<file path="src/rtl/uart_pkg.sv">
// Shared types and constants for the UART value formatter.
// ASCII_CRLF_EN appends CR LF after the decimal digits.
package uart_pkg;

  typedef enum logic [1:0] {
    IDLE      = 2'd0,
    CONV      = 2'd1,
    SEND      = 2'd2,
    WAIT_DONE = 2'd3
  } fmt_state_e;

  localparam logic [7:0] ASCII_ZERO = 8'h30;
  localparam logic [7:0] ASCII_CR   = 8'h0D;
  localparam logic [7:0] ASCII_LF   = 8'h0A;

  function automatic int unsigned byte_count(input int unsigned num_digits);
`ifdef ASCII_CRLF_EN
    return num_digits + 2;
`else
    return num_digits;
`endif
  endfunction

endpackage

</file>
<file path="src/rtl/uart_value_tx_fmt_bin2bcd.sv">
// Iterative double-dabble: one add-3/shift step per clock, DATA_W steps per
// conversion, done pulses once the BCD result is final and then holds.
module bin2bcd_iter #(
  parameter int DATA_W     = 16,
  parameter int NUM_DIGITS = 5
) (
  input  logic                    clk,
  input  logic                    rst,
  input  logic                    start,
  input  logic [DATA_W-1:0]       value,
  output logic                    done,
  output logic [4*NUM_DIGITS-1:0] bcd
);

  localparam int BcdW = 4 * NUM_DIGITS;
  localparam int CntW = $clog2(DATA_W + 1);
  localparam logic [CntW-1:0] LastStep = CntW'(DATA_W - 1);

  logic [DATA_W-1:0]      bin_q, bin_d;
  logic [BcdW-1:0]        bcd_q, bcd_d;
  logic [CntW-1:0]        cnt_q, cnt_d;
  logic                   active_q, active_d;
  logic                   done_q, done_d;
  logic [BcdW-1:0]        adj;
  logic [BcdW+DATA_W-1:0] shifted;

  // Nibbles of 5 or more are pre-corrected so the shift carries into the next decade.
  always_comb begin
    adj = bcd_q;
    for (int i = 0; i < NUM_DIGITS; i++) begin
      if (bcd_q[4*i +: 4] >= 4'd5) begin
        adj[4*i +: 4] = bcd_q[4*i +: 4] + 4'd3;
      end
    end
    shifted = {adj, bin_q} << 1;
  end

  always_comb begin
    bin_d    = bin_q;
    bcd_d    = bcd_q;
    cnt_d    = cnt_q;
    active_d = active_q;
    done_d   = 1'b0;
    if (start) begin
      bin_d    = value;
      bcd_d    = '0;
      cnt_d    = '0;
      active_d = 1'b1;
    end else if (active_q) begin
      bcd_d = shifted[BcdW+DATA_W-1:DATA_W];
      bin_d = shifted[DATA_W-1:0];
      cnt_d = cnt_q + CntW'(1);
      if (cnt_q == LastStep) begin
        active_d = 1'b0;
        done_d   = 1'b1;
      end
    end
  end

  always_ff @(posedge clk or negedge rst) begin
    if (!rst) begin
      bin_q    <= '0;
      bcd_q    <= '0;
      cnt_q    <= '0;
      active_q <= 1'b0;
      done_q   <= 1'b0;
    end else begin
      bin_q    <= bin_d;
      bcd_q    <= bcd_d;
      cnt_q    <= cnt_d;
      active_q <= active_d;
      done_q   <= done_d;
    end
  end

  assign done = done_q;
  assign bcd  = bcd_q;

endmodule

</file>
<file path="src/rtl/uart_value_tx_fmt.sv">
// Latches a binary value on trig, converts it to fixed-width ASCII decimal and
// streams the bytes to the UART TX. ASCII_CRLF_EN appends CR LF.
module uart_value_tx_fmt
  import uart_pkg::*;
#(
  parameter int DATA_W     = 16,
  parameter int NUM_DIGITS = 5
) (
  input  logic              clk,
  input  logic              rst,
  input  logic              trig,
  input  logic [DATA_W-1:0] value,
  input  logic              tx_busy,
  input  logic              tx_done,
  output logic              tx_start,
  output logic [7:0]        tx_data,
  output logic              busy,
  output logic              done
);

  localparam int NumBytes = int'(byte_count(NUM_DIGITS));
  localparam int IdxW     = $clog2(NumBytes + 1);
  localparam logic [IdxW-1:0] LastIdx = IdxW'(NumBytes - 1);

  fmt_state_e             state_q, state_d;
  logic [IdxW-1:0]        idx_q, idx_d;
  logic                   tx_start_q, tx_start_d;
  logic [7:0]             tx_data_q, tx_data_d;
  logic                   busy_q, busy_d;
  logic                   done_q, done_d;
  logic                   conv_start;
  logic                   conv_done;
  logic [4*NUM_DIGITS-1:0] bcd;
  logic [7:0]             byte_sel;

  assign conv_start = (state_q == IDLE) && trig;

  bin2bcd_iter #(
    .DATA_W    (DATA_W),
    .NUM_DIGITS(NUM_DIGITS)
  ) u_conv (
    .clk  (clk),
    .rst  (rst),
    .start(conv_start),
    .value(value),
    .done (conv_done),
    .bcd  (bcd)
  );

  // Byte index 0 is the most significant digit.
  always_comb begin
    byte_sel = ASCII_ZERO;
    for (int d = 0; d < NUM_DIGITS; d++) begin
      if (idx_q == IdxW'(NUM_DIGITS - 1 - d)) begin
        byte_sel = ASCII_ZERO + {4'h0, bcd[4*d +: 4]};
      end
    end
`ifdef ASCII_CRLF_EN
    if (idx_q == IdxW'(NUM_DIGITS)) begin
      byte_sel = ASCII_CR;
    end
    if (idx_q == IdxW'(NUM_DIGITS + 1)) begin
      byte_sel = ASCII_LF;
    end
`endif
  end

  always_comb begin
    state_d    = state_q;
    idx_d      = idx_q;
    tx_start_d = 1'b0;
    tx_data_d  = tx_data_q;
    done_d     = 1'b0;
    case (state_q)
      IDLE: begin
        if (trig) begin
          idx_d   = '0;
          state_d = CONV;
        end
      end
      CONV: begin
        if (conv_done) begin
          state_d = SEND;
        end
      end
      SEND: begin
        if (!tx_busy) begin
          tx_start_d = 1'b1;
          tx_data_d  = byte_sel;
          state_d    = WAIT_DONE;
        end
      end
      WAIT_DONE: begin
        if (tx_done) begin
          if (idx_q == LastIdx) begin
            done_d  = 1'b1;
            state_d = IDLE;
          end else begin
            idx_d   = idx_q + IdxW'(1);
            state_d = SEND;
          end
        end
      end
      default: state_d = IDLE;
    endcase
    busy_d = (state_d != IDLE);
  end

  always_ff @(posedge clk or negedge rst) begin
    if (!rst) begin
      state_q    <= IDLE;
      idx_q      <= '0;
      tx_start_q <= 1'b0;
      tx_data_q  <= 8'h00;
      busy_q     <= 1'b0;
      done_q     <= 1'b0;
    end else begin
      state_q    <= state_d;
      idx_q      <= idx_d;
      tx_start_q <= tx_start_d;
      tx_data_q  <= tx_data_d;
      busy_q     <= busy_d;
      done_q     <= done_d;
    end
  end

  assign tx_start = tx_start_q;
  assign tx_data  = tx_data_q;
  assign busy     = busy_q;
  assign done     = done_q;

endmodule
</file>
<file path="config.mk">
export PLATFORM = sky130hd
export DESIGN_NAME = uart_value_tx_fmt
export DESIGN_NICKNAME = d
export VERILOG_FILES = /design/src/rtl/uart_pkg.sv /design/src/rtl/uart_value_tx_fmt_bin2bcd.sv /design/src/rtl/uart_value_tx_fmt.sv
export SDC_FILE = /design/constraint.sdc
export NUM_CORES = 1
export LEC_CHECK = 0
export CORE_MARGIN = 1
export CORE_UTILIZATION = 50
export DETAILED_ROUTE_END_ITERATION = 6
export GPL_ROUTABILITY_DRIVEN = 1
export PLACE_DENSITY = 0.8
export SYNTH_ARGS = -nofsm -noshare
export SYNTH_HDL_FRONTEND = slang
export SYNTH_SLANG_ARGS = --single-unit
</file>
<file path="constraint.sdc">
create_clock -name clk -period 1.8 [get_ports clk]
set_clock_uncertainty 0.2 [all_clocks]
set_input_delay 0.36 -clock clk [delete_from_list [all_inputs] [get_ports clk]]
set_output_delay 0.36 -clock clk [all_outputs]
set_load 0.005 [all_outputs]
</file>
==> report_table.html, run 1 <==
<table>
<tr><th>Metric</th><th>Value</th></tr>
<tr><th colspan="2">STA</th></tr>
<tr><td>Slew Limit Fails</td><td>0</td></tr>
<tr><td>Ratio of final minimum period to clock period</td><td>104%</td></tr>
<tr><td>Final setup vio count</td><td>4</td></tr>
<tr><td>Final period demand of the worst path</td><td>between 1500 and 2000 ps</td></tr>
<tr><td>Setup repair after global routing missed its margin</td><td>true</td></tr>
<tr><td>Final Hold Viols</td><td>0</td></tr>
<tr><td>Final setup slack of the worst path</td><td>-66.0 ps</td></tr>
<tr><td>Achievable clock frequency</td><td>between 0.5 and 0.6 GHz</td></tr>
<tr><th colspan="2">Power and ir drop</th></tr>
<tr><td>LEAKAGE</td><td>1.77 nW</td></tr>
<tr><td>Internal cell power</td><td>3.75 mW</td></tr>
<tr><td>Power share of the combinational group</td><td>53.6%</td></tr>
<tr><td>Part of the power in the clock network</td><td>10.9%</td></tr>
<tr><td>Worst IR Drop VDD</td><td>0.756 mV</td></tr>
<tr><td>Total power of the final layout</td><td>6.29 mW</td></tr>
<tr><td>Power per Cell Area</td><td>1650 nW/um^2</td></tr>
<tr><td>Power share of the sequential group</td><td>35.5%</td></tr>
<tr><td>Switching power total</td><td>roughly 2.5 mW</td></tr>
<tr><td>Net Sw Frac</td><td>between 40% and 50%</td></tr>
<tr><th colspan="2">Clocking</th></tr>
<tr><td>Clock-pin slew on the worst setup and hold paths</td><td>100 ps</td></tr>
<tr><td>TritonCTS Buffers</td><td>5</td></tr>
<tr><td>CTS tree</td><td>yes</td></tr>
<tr><td>Sinks on Clock Net</td><td>56</td></tr>
<tr><td>Clock latency on the worst-skew pair</td><td>310 ps</td></tr>
<tr><td>Depth of the CTS H-tree</td><td>2</td></tr>
<tr><td>Longest Clk Path Bufs</td><td>2</td></tr>
<tr><td>Master cell of the clock root buffer</td><td>sky130_fd_sc_hd__clkbuf_8</td></tr>
<tr><th colspan="2">Final layout</th></tr>
<tr><td>Area occupied by registers</td><td>1400 sq um</td></tr>
<tr><td>Area growth from synthesis to layout</td><td>24.5%</td></tr>
<tr><td>Non-filler instance count after layout</td><td>458</td></tr>
<tr><td>Number of nets in the finished design</td><td>420</td></tr>
<tr><td>Post-layout util</td><td>64.4%</td></tr>
<tr><td>Fill cells</td><td>482</td></tr>
<tr><td>Fraction of final layout cells sized beyond drive strength 1</td><td>18.5%</td></tr>
<tr><td>Total area of multi-input combinational cells</td><td>1570 sq um</td></tr>
<tr><td>Count of inserted antenna diode cells</td><td>0</td></tr>
<tr><th colspan="2">Job</th></tr>
<tr><td>Maximum capacitance violations</td><td>0</td></tr>
<tr><th colspan="2">Routing</th></tr>
<tr><td>Routed len/inst</td><td>14.0 um</td></tr>
<tr><td>DR iter-0 viols</td><td>189</td></tr>
<tr><td>Routed Antenna Nets</td><td>0</td></tr>
<tr><td>Drt via density</td><td>approximately 5.6</td></tr>
<tr><td>First-pass iteration count of the detailed router</td><td>4</td></tr>
<tr><td>Number of vias in the routed layout</td><td>~2.6k</td></tr>
<tr><td>WL final</td><td>6410 um</td></tr>
<tr><td>DRC viols</td><td>0</td></tr>
<tr><th colspan="2">Yosys</th></tr>
<tr><td>Sequential element share of the synthesized area</td><td>roughly 46%</td></tr>
<tr><td>Proportion of netlist area held by the largest area contributor</td><td>around 46%</td></tr>
<tr><td>Avg Inst Size Synth</td><td>between 9 and 10 sq um</td></tr>
<tr><td>Area of the mapped netlist</td><td>3060 sq um</td></tr>
<tr><td>#FFs+latches synth</td><td>56</td></tr>
<tr><td>Share of synthesized flip-flops with an asynchronous set or reset</td><td>100%</td></tr>
<tr><td>Post-synthesis instance total</td><td>328</td></tr>
<tr><td>Number of synthesis warnings</td><td>0</td></tr>
<tr><td>Biggest area consumer among synthesized cells</td><td>sky130_fd_sc_hd__dfrtp_1</td></tr>
<tr><td>Post-synth cell types</td><td>39</td></tr>
<tr><td>Most used DFF post-synth</td><td>sky130_fd_sc_hd__dfrtp_1</td></tr>
<tr><td>Number of enable-type register cells in the synthesized netlist</td><td>0</td></tr>
<tr><td>Top area cells in the synthesized netlist</td><td>sky130_fd_sc_hd__dfrtp_1 (46%), sky130_fd_sc_hd__o21ai_0 (7.2%), sky130_fd_sc_hd__ha_1 (6.9%)</td></tr>
<tr><th colspan="2">Placed design</th></tr>
<tr><td>Detailed placement HPWL</td><td>4430 um</td></tr>
<tr><td>Routability congestion estimate</td><td>0.855</td></tr>
<tr><td>Setup Slack @ Placement</td><td>-362 ps</td></tr>
<tr><td>Port Buffers</td><td>29</td></tr>
<tr><td>Number of cells after detailed placement</td><td>~440</td></tr>
<tr><th colspan="2">Global routing</th></tr>
<tr><td>Via count of the first global-routing pass</td><td>roughly 2.3k</td></tr>
<tr><td>Initial antenna violation count</td><td>0</td></tr>
<tr><td>Largest net degree at the start of global routing</td><td>57</td></tr>
<tr><td>Overall fraction of global-route tracks in use</td><td>21.2%</td></tr>
<tr><td>Global-route wire length before repair</td><td>10600 um</td></tr>
<tr><td>Aggregate global routing overflow</td><td>0</td></tr>
<tr><th colspan="2">Die</th></tr>
<tr><td>Count of boundary I/O pins</td><td>32</td></tr>
<tr><td>Horizontal extent of the die</td><td>80.3 um</td></tr>
<tr><td>Die span in y</td><td>80.3 um</td></tr>
<tr><td>Number of placement rows</td><td>28</td></tr>
<tr><td>Total die area</td><td>6440 sq um</td></tr>
<tr><td>Initial standard-cell utilization of the core</td><td>51.7%</td></tr>
<tr><td>Core region area</td><td>5920 sq um</td></tr>
<tr><th colspan="2">Worst hold path</th></tr>
<tr><td>Worst hold path type</td><td>register to register</td></tr>
<tr><th colspan="2">Critical path</th></tr>
<tr><td>Kind of critical path</td><td>register to register</td></tr>
<tr><td>Maximum fanout encountered on the critical timing path</td><td>4</td></tr>
<tr><td>Worst endpoint data arrival time</td><td>1860 ps</td></tr>
<tr><td>Worst Setup End Kind</td><td>register</td></tr>
<tr><td>Required arrival time at the worst endpoint</td><td>between 1500 and 2000 ps</td></tr>
<tr><td>Startpoint type of the worst setup path</td><td>register</td></tr>
<tr><th colspan="2">Status</th></tr>
<tr><td>Outcome</td><td>finished, violations left</td></tr>
<tr><td>Violated checks</td><td>negative setup slack</td></tr>
</table>
==> critical path, cell delays in order, from the launching register on <==
cell	delay, ps
sky130_fd_sc_hd__dfrtp_1	410
sky130_fd_sc_hd__ha_2	210
sky130_fd_sc_hd__ha_4	130
sky130_fd_sc_hd__and3b_2	230
sky130_fd_sc_hd__a221o_1	360
sky130_fd_sc_hd__a21oi_2	130
sky130_fd_sc_hd__o31ai_1	80
==> path summary, 6_finish.rpt <==
check | from | end | slack (ps) | depth (start not counted)
min | tx_data[0]$_DFFE_PN0P_ | tx_data[0]$_DFFE_PN0P_ | 290 | 2
max reg2reg | idx_q[1]$_DFFE_PN0P_ | tx_data[2]$_DFFE_PN0P_ | -70 | 6
max | idx_q[1]$_DFFE_PN0P_ | tx_data[2]$_DFFE_PN0P_ | -70 | 6
max in group asynchronous | rst | u_conv.active_q$_DFF_PN0_ | 770 | 3
min in group asynchronous | rst | u_conv.cnt_q[2]$_DFFE_PN0P_ | 370 | 3
min reg2reg | tx_data[0]$_DFFE_PN0P_ | tx_data[0]$_DFFE_PN0P_ | 290 | 2
==> cells by family after synthesis <==
logic type | Yosys count | share of synthesized area [%]
AND/OR/NAND/NOR | 99 | 16.1
XOR/XNOR | 3 | 0.858
buffers and inverters | 36 | 5.60
adder cells (fa/ha/maj) | 17 | 6.95
AO/OA/AOI/OAI | 97 | 18.3
other | 1 | 0.122
flip-flops | 56 | 45.8
multiplexers | 19 | 6.25
==> repair_timing <==
action | 4_1_cts | 5_1_grt
hold buffers | 1 | 0
setup buffers | 1 | 3
resized for setup | 10 | 15
cloned | 1 | 0
pin swaps | 6 | 6
endpoints found under the setup margin | 9 | 13
hold endpoints to repair | 56 | 0
==> area by class of cell <==
cell class | instances | area share, %
multi-input cells | 237 | 41.1
flip-flops and latches | 56 | 36.8
repair buffers | 65 | 15.7
well taps | 75 | 2.46
clock buffers | 6 | 1.90
inverters | 17 | 1.67
clock inverters | 2 | 0.328
==> Yosys cell counts, types with 4 or more instances <==
master and n:
sky130_fd_sc_hd__o21ai_0 44, sky130_fd_sc_hd__mux2i_1 18, sky130_fd_sc_hd__clkbuf_1 6, sky130_fd_sc_hd__nand3_1 6, sky130_fd_sc_hd__inv_1 16, sky130_fd_sc_hd__nor3b_1 4
sky130_fd_sc_hd__nand2b_1 7, sky130_fd_sc_hd__nor2_1 23, sky130_fd_sc_hd__a211oi_1 6, sky130_fd_sc_hd__nor2b_1 6, sky130_fd_sc_hd__nand2_1 34, sky130_fd_sc_hd__dfrtp_1 56
sky130_fd_sc_hd__o31ai_1 4, sky130_fd_sc_hd__buf_2 8, sky130_fd_sc_hd__a221o_1 4, sky130_fd_sc_hd__a21oi_1 30, sky130_fd_sc_hd__ha_1 17, sky130_fd_sc_hd__nor3_1 6
==> placed cells by master, fill, tap and decap left out, types with 5 or more instances in the layout <==
cell type and n:
sky130_fd_sc_hd__a21oi_1 21, sky130_fd_sc_hd__o21ai_0 44, sky130_fd_sc_hd__inv_1 13, sky130_fd_sc_hd__nand3_1 6
sky130_fd_sc_hd__clkdlybuf4s50_1 26, sky130_fd_sc_hd__ha_1 12, sky130_fd_sc_hd__clkbuf_8 5, sky130_fd_sc_hd__nor2b_1 5
sky130_fd_sc_hd__nor2_1 22, sky130_fd_sc_hd__a21oi_2 9, sky130_fd_sc_hd__buf_4 30, sky130_fd_sc_hd__mux2i_1 18
sky130_fd_sc_hd__nor3_1 6, sky130_fd_sc_hd__dfrtp_1 55, sky130_fd_sc_hd__nand2b_1 7, sky130_fd_sc_hd__nand2_1 34
sky130_fd_sc_hd__a211oi_1 6
==> through the flow <==
stage	hold slack (ps)	cell area, sq um	setup TNS [ps]
after CTS	297	3750	-213
final	288	3810	-184
after global routing	312	3810	-550
after detailed placement	185	3610	-7150
after floorplan	-136	3070	0
after global placement	184	3610	-5940
==> registers in the layout, indices dropped and copies added, names as in the netlist <==
signal           flops
done                 1
u_conv.active_q      1
tx_start             1
u_conv.cnt_q         5
idx_q                3
u_conv.bin_q        16
u_conv.bcd          20
tx_data              5
state_q              2
u_conv.done          1
busy                 1
==> power groups by stage <==
stage	clock network [mW]	registers (mW)	logic (mW)
after floorplan	0	2.16	2.11
after global placement	0	2.21	2.97
after detailed placement	0	2.24	3.10
after CTS	0.700	2.22	3.19
after global routing	0.743	2.31	3.76
final	0.683	2.23	3.37
==> routing by layer <==
metal	routed length [um]	share of wire, %	track usage (%)	vias to the layer above
li1	-	-	-	1256
met5	0	0	0	-
met2	3190	50	35.2	44
met4	148	2.3	6.79	0
met3	138	2.2	3.41	17
met1	2930	46	28.3	1239
Power figures use the tool's default switching activity.
==> inputs of run 2 (changes only) <==
--- a/config.mk
+++ b/config.mk
@@ -12,2 +12,3 @@
 export PLACE_DENSITY = 0.8
+export SLEW_MARGIN = 20
 export SYNTH_ARGS = -nofsm -noshare
--- a/constraint.sdc
+++ b/constraint.sdc
@@ -4,2 +4,2 @@
 set_output_delay 0.36 -clock clk [all_outputs]
-set_load 0.005 [all_outputs]
+set_load 0.02 [all_outputs]
==> run 2 against run 1 <==
The flow still finishes with violations (negative setup slack). Register-to-register slack hardly changed. Die area stayed put. Clock power hardly changed. Core utilization fell by 0.17 points. Worst setup slack worse by 2.3 ps. Critical path depth stayed put. Non-clock buffer count is the same. Wire length rose by 0.17%. Count of clock-buffer cells in the layout is the same. Fmax fell by 0.12%. Critical path type unchanged. Largest power group unchanged.
==> report_table.html, run 2 (synthesis gave the netlist of run 1 again) <==
<table>
<tr><th>Metric</th><th>Value</th></tr>
<tr><th colspan="2">Status</th></tr>
<tr><td>Outcome</td><td>finished, violations left (unchanged)</td></tr>
<tr><td>Violated checks</td><td>negative setup slack (unchanged)</td></tr>
<tr><th colspan="2">Die</th></tr>
<tr><td>Initial standard-cell utilization of the core</td><td>51.7% (unchanged)</td></tr>
<tr><td>Count of boundary I/O pins</td><td>32 (unchanged)</td></tr>
<tr><td>Horizontal extent of the die</td><td>80.3 um (unchanged)</td></tr>
<tr><td>Core region area</td><td>5920 sq um (unchanged)</td></tr>
<tr><td>Total die area</td><td>6440 sq um (unchanged)</td></tr>
<tr><td>Die span in y</td><td>80.3 um (unchanged)</td></tr>
<tr><td>Number of placement rows</td><td>28 (unchanged)</td></tr>
<tr><th colspan="2">Placed design</th></tr>
<tr><td>Routability congestion estimate</td><td>0.855 (unchanged)</td></tr>
<tr><td>Port Buffers</td><td>29 (unchanged)</td></tr>
<tr><td>Detailed placement HPWL</td><td>4430 um (unchanged)</td></tr>
<tr><th colspan="2">Routing</th></tr>
<tr><td>WL final</td><td>6420 um (was 6410 um)</td></tr>
<tr><td>DRC viols</td><td>0 (unchanged)</td></tr>
<tr><td>Routed Antenna Nets</td><td>0 (unchanged)</td></tr>
<tr><td>First-pass iteration count of the detailed router</td><td>4 (unchanged)</td></tr>
<tr><td>Drt via density</td><td>5.64 (was 5.58)</td></tr>
<tr><td>DR iter-0 viols</td><td>171 (was 189)</td></tr>
<tr><td>Routed len/inst</td><td>14.0 um (about the same)</td></tr>
<tr><td>Number of vias in the routed layout</td><td>2581 (was 2556)</td></tr>
<tr><th colspan="2">Global routing</th></tr>
<tr><td>Overall fraction of global-route tracks in use</td><td>21.2% (unchanged)</td></tr>
<tr><td>Via count of the first global-routing pass</td><td>2341 (unchanged)</td></tr>
<tr><td>Global-route wire length before repair</td><td>10600 um (unchanged)</td></tr>
<tr><td>Aggregate global routing overflow</td><td>0 (unchanged)</td></tr>
<tr><td>Initial antenna violation count</td><td>0 (unchanged)</td></tr>
<tr><td>Largest net degree at the start of global routing</td><td>57 (unchanged)</td></tr>
<tr><th colspan="2">Critical path</th></tr>
<tr><td>Startpoint type of the worst setup path</td><td>register (unchanged)</td></tr>
<tr><td>Worst reg-to-reg path cell count</td><td>6 (unchanged)</td></tr>
<tr><td>End of the worst register-to-register path</td><td>tx_data[2]$_DFFE_PN0P_ (unchanged)</td></tr>
<tr><td>Flop2flop setup slack</td><td>-70 ps (about the same)</td></tr>
<tr><td>Kind of critical path</td><td>register to register (unchanged)</td></tr>
<tr><td>Worst endpoint data arrival time</td><td>1860 ps (about the same)</td></tr>
<tr><td>Required arrival time at the worst endpoint</td><td>1800 ps (about the same)</td></tr>
<tr><td>Worst Setup End Kind</td><td>register (unchanged)</td></tr>
<tr><td>Reg-to-Reg Start</td><td>idx_q[1]$_DFFE_PN0P_ (unchanged)</td></tr>
<tr><td>Maximum fanout encountered on the critical timing path</td><td>4 (unchanged)</td></tr>
<tr><th colspan="2">Final layout</th></tr>
<tr><td>Fill cells</td><td>488 (was 482)</td></tr>
<tr><td>Largest register FFs</td><td>20 (unchanged)</td></tr>
<tr><td>Most frequent standard cell in the layout excluding fill and tap cells</td><td>sky130_fd_sc_hd__dfrtp_1 (unchanged)</td></tr>
<tr><td>Total area of multi-input combinational cells</td><td>1570 sq um (unchanged)</td></tr>
<tr><td>Count of inserted antenna diode cells</td><td>0 (unchanged)</td></tr>
<tr><td>Area occupied by registers</td><td>1400 sq um (unchanged)</td></tr>
<tr><td>Top library cells by usage in the layout, fill and taps aside</td><td>sky130_fd_sc_hd__dfrtp_1 (55), sky130_fd_sc_hd__o21ai_0 (44), sky130_fd_sc_hd__nand2_1 (34), sky130_fd_sc_hd__buf_4 (30), sky130_fd_sc_hd__nor2_1 (22) (was sky130_fd_sc_hd__dfrtp_1 (55), sky130_fd_sc_hd__o21ai_0 (44), sky130_fd_sc_hd__nand2_1 (34), sky130_fd_sc_hd__buf_4 (30), sky130_fd_sc_hd__clkdlybuf4s50_1 (26))</td></tr>
<tr><td>Area growth from synthesis to layout</td><td>24.2% (was 24.5%)</td></tr>
<tr><td>Number of nets in the finished design</td><td>420 (unchanged)</td></tr>
<tr><td>Fraction of final layout cells sized beyond drive strength 1</td><td>18.5% (unchanged)</td></tr>
<tr><th colspan="2">Power and ir drop</th></tr>
<tr><td>LEAKAGE</td><td>1.79 nW (was 1.77 nW)</td></tr>
<tr><td>Total power of the final layout</td><td>6.33 mW (was 6.29 mW)</td></tr>
<tr><td>Power per Cell Area</td><td>1660 nW/um^2 (was 1650 nW/um^2)</td></tr>
<tr><td>Worst IR Drop VDD</td><td>0.756 mV (about the same)</td></tr>
<tr><th colspan="2">STA</th></tr>
<tr><td>Final Hold Viols</td><td>0 (unchanged)</td></tr>
<tr><td>Final period demand of the worst path</td><td>1870 ps (about the same)</td></tr>
<tr><td>Setup repair after global routing missed its margin</td><td>true (unchanged)</td></tr>
<tr><td>Achievable clock frequency</td><td>0.535 GHz (was 0.536 GHz)</td></tr>
<tr><td>Final setup vio count</td><td>4 (unchanged)</td></tr>
<tr><td>Final setup slack of the worst path</td><td>-68.3 ps (was -66.0 ps)</td></tr>
<tr><td>Ratio of final minimum period to clock period</td><td>104% (about the same)</td></tr>
<tr><td>Worst Hold Slack</td><td>284 ps (was 288 ps)</td></tr>
<tr><td>Slew Limit Fails</td><td>0 (unchanged)</td></tr>
<tr><th colspan="2">Clocking</th></tr>
<tr><td>Sinks on Clock Net</td><td>56 (unchanged)</td></tr>
<tr><td>Master cell of the clock root buffer</td><td>sky130_fd_sc_hd__clkbuf_8 (unchanged)</td></tr>
<tr><td>TritonCTS Buffers</td><td>5 (unchanged)</td></tr>
<tr><td>CTS tree</td><td>yes (unchanged)</td></tr>
<tr><td>Clock latency on the worst-skew pair</td><td>310 ps (about the same)</td></tr>
<tr><td>Clock-pin slew on the worst setup and hold paths</td><td>100 ps (about the same)</td></tr>
<tr><td>Depth of the CTS H-tree</td><td>2 (unchanged)</td></tr>
<tr><td>Longest Clk Path Bufs</td><td>2 (unchanged)</td></tr>
<tr><th colspan="2">Worst hold path</th></tr>
<tr><td>End point of the most critical hold path</td><td>tx_data[0]$_DFFE_PN0P_ (unchanged)</td></tr>
<tr><td>Hold Path Cell Cnt</td><td>2 (unchanged)</td></tr>
<tr><td>HP Start</td><td>tx_data[0]$_DFFE_PN0P_ (unchanged)</td></tr>
<tr><td>Worst hold path type</td><td>register to register (unchanged)</td></tr>
<tr><th colspan="2">Job</th></tr>
<tr><td>Maximum capacitance violations</td><td>0 (unchanged)</td></tr>
</table>
[run 2: layout make-up]
cell class / count / area share, %
clock inverter: 2 / 0.329
inverter: 17 / 1.68
timing repair buffer: 65 / 15.5
clock buffer: 6 / 1.91
multi-input combinational: 237 / 41.2
sequential: 56 / 36.9
tap: 75 / 2.47
[run 2: worst max-delay path: stages, from the launching register on]
cell and delay (ps):
sky130_fd_sc_hd__dfrtp_1 410, sky130_fd_sc_hd__ha_2 210, sky130_fd_sc_hd__ha_4 130, sky130_fd_sc_hd__and3b_2 230
sky130_fd_sc_hd__a221o_1 360, sky130_fd_sc_hd__a21oi_2 130, sky130_fd_sc_hd__o31ai_1 80
[run 2: how the worst max path moves through the flow]
stage | startpoint | end | slack, ps
after floorplan | idx_q[2]$_DFFE_PN0P_ | tx_data[1]$_DFFE_PN0P_ | 20
after global placement | trig | u_conv.bcd[18]$_DFFE_PN0P_ | -330
after detailed placement | trig | u_conv.bcd[6]$_DFFE_PN0P_ | -360
after CTS | idx_q[1]$_DFFE_PN0P_ | tx_data[0]$_DFFE_PN0P_ | -70
after global routing | idx_q[1]$_DFFE_PN0P_ | tx_data[0]$_DFFE_PN0P_ | -130
final | idx_q[1]$_DFFE_PN0P_ | tx_data[2]$_DFFE_PN0P_ | -70
[run 2: report_power, final]
| group | switching (mW) | internal, mW |
|---|---|---|
| clock network | 0.412 | 0.273 |
| logic | 1.76 | 1.65 |
| registers | 0.439 | 1.79 |
| total | 2.61 | 3.72 |
[run 2: routing by layer]
layer  part of all wire, %  track usage [%]
met5                     0                0
met4                   2.1             6.79
met3                   3.4             3.41
met2                    50             35.2
met1                    45             28.3
[run 2: stage by stage]
stage	cell area (sq um)	utilization [%]	worst slack (ps)	setup TNS [ps]	instances
2_1_floorplan	3070	-	21.1	0	329
3_3_place_gp	3610	60.9	-327	-5940	444
3_5_place_dp	3610	60.9	-362	-7150	444
4_1_cts	3740	63.2	-65.4	-212	455
5_1_grt	3800	64.2	-127	-550	458
6_report	3800	64.2	-68.3	-194	458
[run 2: timing repair]
action,4_1_cts,5_1_grt
cloned,1,0
hold endpoints to repair,56,0
setup endpoints to repair,17,13
hold buffers,1,0
setup buffers,1,3
pin swaps,6,6
resized for setup,19,14
